## config.mk

```make
export PLATFORM = sky130hd
export DESIGN_NAME = dp_sched
export DESIGN_NICKNAME = d
export VERILOG_FILES = /design/src/rtl/dp_sched.sv
export SDC_FILE = /design/constraint.sdc
export NUM_CORES = 1
export LEC_CHECK = 0
export CORE_UTILIZATION = 45
export CTS_BUF_LIST = sky130_fd_sc_hd__clkbuf_8
export DETAILED_ROUTE_END_ITERATION = 12
export HOLD_SLACK_MARGIN = 0.03
export PLACE_DENSITY = 0.77
export SLEW_MARGIN = 10
export SYNTH_ARGS = -nofsm -noshare
export SYNTH_HDL_FRONTEND = slang
export SYNTH_SLANG_ARGS = --single-unit
export TNS_END_PERCENT = 5
```

## constraint.sdc

```tcl
create_clock -name clk -period 6.29 [get_ports clk]
set_input_delay 0.9435 -clock clk [delete_from_list [all_inputs] [get_ports clk]]
set_output_delay 0.9435 -clock clk [all_outputs]
set_load 0.05 [all_outputs]
```

## src/rtl/dp_sched.sv

```systemverilog
// dp_sched: sequencing controller that feeds one S/T sequence-pair job at a time
// into the dual-array DP engine and owns every engine input pin.
module dp_sched #(
   parameter int BP_WIDTH  = 2,
   parameter int N         = 64,
   parameter int LEN_WIDTH = 16
) (
   input  logic                 clk,
   input  logic                 reset_i,
   input  logic                 start,
   input  logic [LEN_WIDTH-1:0] s_len,
   input  logic [LEN_WIDTH-1:0] t_len,
   input  logic [BP_WIDTH-1:0]  s_in_data,
   input  logic                 s_in_valid,
   output logic                 s_in_ready,
   input  logic [BP_WIDTH-1:0]  t_in_data,
   input  logic                 t_in_valid,
   output logic                 t_in_ready,
   output logic                 new_seq,
   output logic [BP_WIDTH-1:0]  S,
   output logic                 s_update,
   output logic [BP_WIDTH-1:0]  T,
   output logic                 valid,
   input  logic                 busy,
   output logic                 ack,
   output logic                 sched_busy,
   output logic                 done,
   output logic                 err,
   output logic [LEN_WIDTH-1:0] job_cnt
);

   typedef enum logic [2:0] {
      IDLE, NEWSEQ, LOAD_S, STREAM_T, DRAIN, ACK, DONE
   } state_t;

   state_t               state, state_nxt;
   logic [LEN_WIDTH-1:0] s_len_q, t_len_q, s_cnt, t_cnt;
   logic                 len_ok, accept, s_xfer, t_xfer, s_last, t_last;
   logic                 drain_first, err_nxt;

   assign len_ok = (s_len != '0) && (s_len <= LEN_WIDTH'(N)) && (t_len != '0);
   assign accept = (state == IDLE) && start && len_ok;
   assign s_xfer = (state == LOAD_S) && s_in_valid;
   assign t_xfer = (state == STREAM_T) && t_in_valid && !busy;
   assign s_last = (s_cnt == s_len_q - LEN_WIDTH'(1));
   assign t_last = (t_cnt == t_len_q - LEN_WIDTH'(1));

   // NOTE: sequential state uses non-blocking assignments so every register samples pre-edge values.
   always_ff @(posedge clk or negedge reset_i) begin
      if (!reset_i) state <= IDLE;
      else          state <= state_nxt;
   end

   // NOTE: every signal driven here gets a default first, so no path can infer a latch.
   always_comb begin
      state_nxt  = state;
      err_nxt    = 1'b0;
      s_in_ready = 1'b0;
      s_update   = 1'b0;
      S          = '0;
      t_in_ready = 1'b0;
      valid      = 1'b0;
      T          = '0;
      case (state)
         IDLE: begin
            if (start && len_ok)  state_nxt = NEWSEQ;
            else if (start)       err_nxt   = 1'b1;
         end
         NEWSEQ: state_nxt = LOAD_S;
         LOAD_S: begin
            s_in_ready = 1'b1;
            s_update   = s_in_valid;
            S          = s_in_data;
            if (s_xfer && s_last) state_nxt = STREAM_T;
         end
         STREAM_T: begin
            t_in_ready = !busy;
            valid      = t_in_valid && !busy;
            T          = t_in_data;
            if (t_xfer && t_last) state_nxt = DRAIN;
         end
         // The engine may only raise busy a cycle after the last base, so the
         // first DRAIN cycle never looks at it.
         DRAIN:   if (!drain_first && !busy) state_nxt = ACK;
         ACK:     state_nxt = DONE;
         DONE:    state_nxt = IDLE;
         default: state_nxt = IDLE;
      endcase
   end

   always_ff @(posedge clk or negedge reset_i) begin
      if (!reset_i) begin
         s_len_q     <= '0;
         t_len_q     <= '0;
         s_cnt       <= '0;
         t_cnt       <= '0;
         drain_first <= 1'b0;
      end else begin
         if (accept) begin
            s_len_q <= s_len;
            t_len_q <= t_len;
            s_cnt   <= '0;
            t_cnt   <= '0;
         end else begin
            if (s_xfer) s_cnt <= s_cnt + LEN_WIDTH'(1);
            if (t_xfer) t_cnt <= t_cnt + LEN_WIDTH'(1);
         end
         drain_first <= (state != DRAIN);
      end
   end

   // Registered strobes are decoded from the next state so they line up with it.
   always_ff @(posedge clk or negedge reset_i) begin
      if (!reset_i) begin
         new_seq    <= 1'b0;
         ack        <= 1'b0;
         done       <= 1'b0;
         err        <= 1'b0;
         sched_busy <= 1'b0;
         job_cnt    <= '0;
      end else begin
         new_seq    <= (state_nxt == NEWSEQ);
         ack        <= (state_nxt == ACK);
         done       <= (state_nxt == DONE);
         err        <= err_nxt;
         sched_busy <= (state_nxt != IDLE);
         if (state_nxt == DONE) job_cnt <= job_cnt + LEN_WIDTH'(1);
      end
   end

endmodule

```

==> impl_summary.log <==
[metrics] synthesized area per cell: 9.332 um^2
[metrics] ordered list of cells on the worst path: clkdlybuf4s50_1, and4bb_2, and2_1, clkdlybuf4s50_1
[metrics] Worst Hold Class: flip-flop to flip-flop
[metrics] post-synthesis sequential element count: 89
[metrics] Post-synth EDFFs: 0
[metrics] post-detailed-route DRC marker count: 0
[metrics] category of the most critical setup path: input pin to output pin
[metrics] highest-delay cell along the critical path: sky130_fd_sc_hd__clkdlybuf4s50_1
[metrics] cell type with the highest aggregate area in the netlist: sky130_fd_sc_hd__dfrtp_1
[metrics] wire length of the first global-routing pass: 17.75 mm
[metrics] number of slew-limit violations in the final report: 0
[metrics] critical-path maximum fanout: 8
[metrics] number of fill cells: 947
[metrics] leading post-synthesis cells by instance count: 89 x sky130_fd_sc_hd__dfrtp_1, 89 x sky130_fd_sc_hd__nand2_1, 57 x sky130_fd_sc_hd__nor2_1, 46 x sky130_fd_sc_hd__xnor2_1, 40 x sky130_fd_sc_hd__xor2_1
[metrics] CTS clk-pin slew, worst paths: 0.09 ns
[metrics] hold slack: 0.4321 ns
[metrics] longest individual stage delay on the worst path: 0.86 ns
[metrics] overall die height: 105.7 um
[metrics] core region area: 10370 um^2
[metrics] CTS tree: yes
[metrics] area growth from synthesis to final layout: 20.15%
[metrics] Post-CTS Repair Setup Buffers: 0
[metrics] CP dominant cell by count: sky130_fd_sc_hd__clkdlybuf4s50_1
[metrics] gate family responsible for the most delay along the worst path: buffers and inverters
[metrics] number of vias after detailed routing: 3833
[metrics] initial antenna violation count: 0
[metrics] flop-to-flop setup slack: 3.08 ns
[metrics] Detailed Route Iter0 Violations: 194
[metrics] areal power density over the cells: 201.4 nW/um^2
[metrics] Max transition margin: 0.3446
[metrics] number of optimization iterations in the first detailed-route pass: 4
[metrics] static leakage: 0.002647 uW
[metrics] distinct cell type count of the synthesized netlist: 54
[metrics] antenna violation net count after detailed routing: 0
[metrics] post-synthesis net count: 566
[metrics] vias in the first global route: 3742
[metrics] setup_tns: 0 ns
[metrics] die area: 11180 um^2
[metrics] effective utilization at floorplan: 0.4671
[metrics] status: complete, no violations
[metrics] gate count after technology mapping: 519
[metrics] Worst Path Buf+Inv: 2
[metrics] pin count of the biggest net entering global routing: 63
[metrics] Worst-Margin Slew: 0.9817 ns
[metrics] RSZ-0062 raised after global routing: no
[metrics] largest cells by area after synthesis: sky130_fd_sc_hd__dfrtp_1 46%, sky130_fd_sc_hd__xnor2_1 8.3%, sky130_fd_sc_hd__xor2_1 7.2%
[metrics] internal power component: 826.4 uW
[metrics] total gr overflow: 0
[metrics] fraction of power consumed by the clock network: 0.331
[metrics] number of hold violations in the final report: 0
[metrics] worst setup slack before clock tree synthesis: 2.139 ns
[metrics] instance area at placement: 5627 um^2
[metrics] hold-fix buffer count after cts: 0
[metrics] final net count: 628
[metrics] Achievable Freq: 0.2616 GHz
[metrics] number of top-level pins: 71
[metrics] number of buffers created by CTS: 9
[metrics] post-layout instance area: 5819 um^2
[metrics] final critical-path share of the clock period: 0.6077
[metrics] Peak supply drop: 131.8 uV
[metrics] port bufs: 70
[metrics] least setup slack across all paths after layout: 2.467 ns
[metrics] final-report setup violation count: 0
[metrics] average wire per cell in the routed design: 13.88 um
[metrics] portion of total power attributed to combinational logic: 0.132
[metrics] All-Layer GR Usage: 0.1980
[metrics] Worst Setup Start Kind: input pin
[metrics] arrival time of the worst setup path: 2.88 ns
[metrics] switching power: 345.5 uW
[metrics] H-tree depth: 3
[metrics] die span in x: 105.7 um
[metrics] register area share after synthesis: 0.4598
[metrics] vias per std cell: 5.309
[metrics] prevailing post-synth register cell: sky130_fd_sc_hd__dfrtp_1
[metrics] last weighted congestion value of the routability-driven placer: 0.8099
[metrics] post-synthesis instance area: 4843 um^2
[metrics] number of resized instances in the post-cts repair step: 0
[metrics] yosys warns: 0
[metrics] Setup crit end kind: output pin
[metrics] fraction of layout cells with a size suffix above 1: 0.05461
[metrics] max_cap viols: 0
[metrics] number of standard-cell rows in the floorplan: 37
[metrics] Routed Wire Length: 10.02 mm
[metrics] clock tree skew after final layout: 0.01613 ns
[metrics] Synth async-reset ratio: 1.000
[metrics] switching part of the total power: 0.2948
[metrics] placed wire-length estimate after detailed placement: 7.331 mm
[metrics] CP required: 5.35 ns
[metrics] clock latency on the worst-skew pair: 0.37 ns
[metrics] Sinks on Clock Net: 89
[metrics] Clock Tree Root: sky130_fd_sc_hd__clkbuf_8
[metrics] sequential cell fraction of total power: 0.537
[metrics] Bufs on Longest Clock Path: 2
[metrics] Inserted Diodes: 0
[metrics] Final Critical Period: 3.823 ns
[metrics] share of the synthesized area in the top cell type: 0.4598
## metrics by stage
| step | total power [uW] | std cells | util |
|---|---|---|---|
| after detailed placement | 796.2 | 706 | 0.5426 |
| after global placement | 788.0 | 706 | 0.5426 |
| final | 1172 | 722 | 0.5612 |
| after floorplan | 727.4 | 519 | - |
| after CTS | 1184 | 722 | 0.5612 |
| after global routing | 1230 | 722 | 0.5612 |
## layout make-up
| class | count | area (um^2) | area share |
|---|---|---|---|
| repair buffers | 71 | 705.7 | 0.1213 |
| inverters | 11 | 41.29 | 0.007095 |
| clock buffers | 9 | 123.9 | 0.02129 |
| clock inverters | 7 | 68.82 | 0.01183 |
| multi-input cells | 399 | 2482 | 0.4266 |
| flip-flops and latches | 89 | 2227 | 0.3827 |
| well taps | 136 | 170.2 | 0.02924 |
## power by group through the flow
stage / Combinational (uW) / Clock, uW / Sequential (uW)
CTS: 157 / 399 / 629
floorplan: 103 / 0 / 624
global route: 173 / 423 / 634
finish: 155 / 388 / 629
detailed placement: 156 / 0 / 641
global placement: 150 / 0 / 638
## final timing paths
path / endpoint / cells past startpoint / startpoint
setup reg to reg: t_len_q[0] / 5 / state[2]
hold reg to reg: ack / 1 / drain_first
setup / recovery: valid / 4 / busy
max in group asynchronous: t_len_q[10] / 2 / reset_i
hold / removal: ack / 1 / drain_first
min in group asynchronous: new_seq / 1 / reset_i
## state kept, by name (all words and copies together) (netlist names)
register	count
err	1
s_len_q	16
done	1
job_cnt	16
sched_busy	1
drain_first	1
state	3
t_len_q	16
ack	1
new_seq	1
s_cnt	16
t_cnt	16
## worst reg2reg max path: stages, from the launching register on
cell	delay, ns
sky130_fd_sc_hd__dfrtp_1	0.49
sky130_fd_sc_hd__nor4b_1	0.70
sky130_fd_sc_hd__nand2_1	0.70
sky130_fd_sc_hd__inv_2	0.98
sky130_fd_sc_hd__nand2_1	0.14
sky130_fd_sc_hd__o21ai_0	0.11
## cells by family after synthesis
| family | synth area share |
|---|---|
| simple gates | 0.2756 |
| flops | 0.4598 |
| xor+xnor | 0.1555 |
| compound gates | 0.04727 |
| buf+inv | 0.02764 |
| mux | 0.02118 |
| fa+ha+maj | 0.01292 |
## metal layers
layer	GRT usage	vias to the layer above	wire [um]
li1	-	1882	-
met1	0.2623	1857	4622
met2	0.3301	86	4926
met3	0.02845	8	355
met4	0.07143	0	117
met5	0	-	0
## placed cells by master (no fill, tap or decap), drive strengths merged, types with 3 or more instances in the layout
master | synthesis | layout
clkbuf | 13 | 9
dfrtp | 89 | 89
and2 | 14 | 14
nor3b | 5 | 5
inv | 11 | 16
nor3 | 11 | 11
mux2i | 8 | 8
clkdlybuf4s50 | 0 | 69
ha | 5 | 5
o21ai | 13 | 13
nand3b | 3 | 3
xnor2 | 46 | 46
nor4 | 11 | 11
nor2b | 3 | 3
nor2 | 57 | 57
and3 | 14 | 14
nand3 | 23 | 23
nand2 | 89 | 89
xor2 | 40 | 40
nor4b | 3 | 3
a21oi | 4 | 4
and4 | 3 | 3
nand4 | 17 | 17
(Power assumes the default switching activity.)
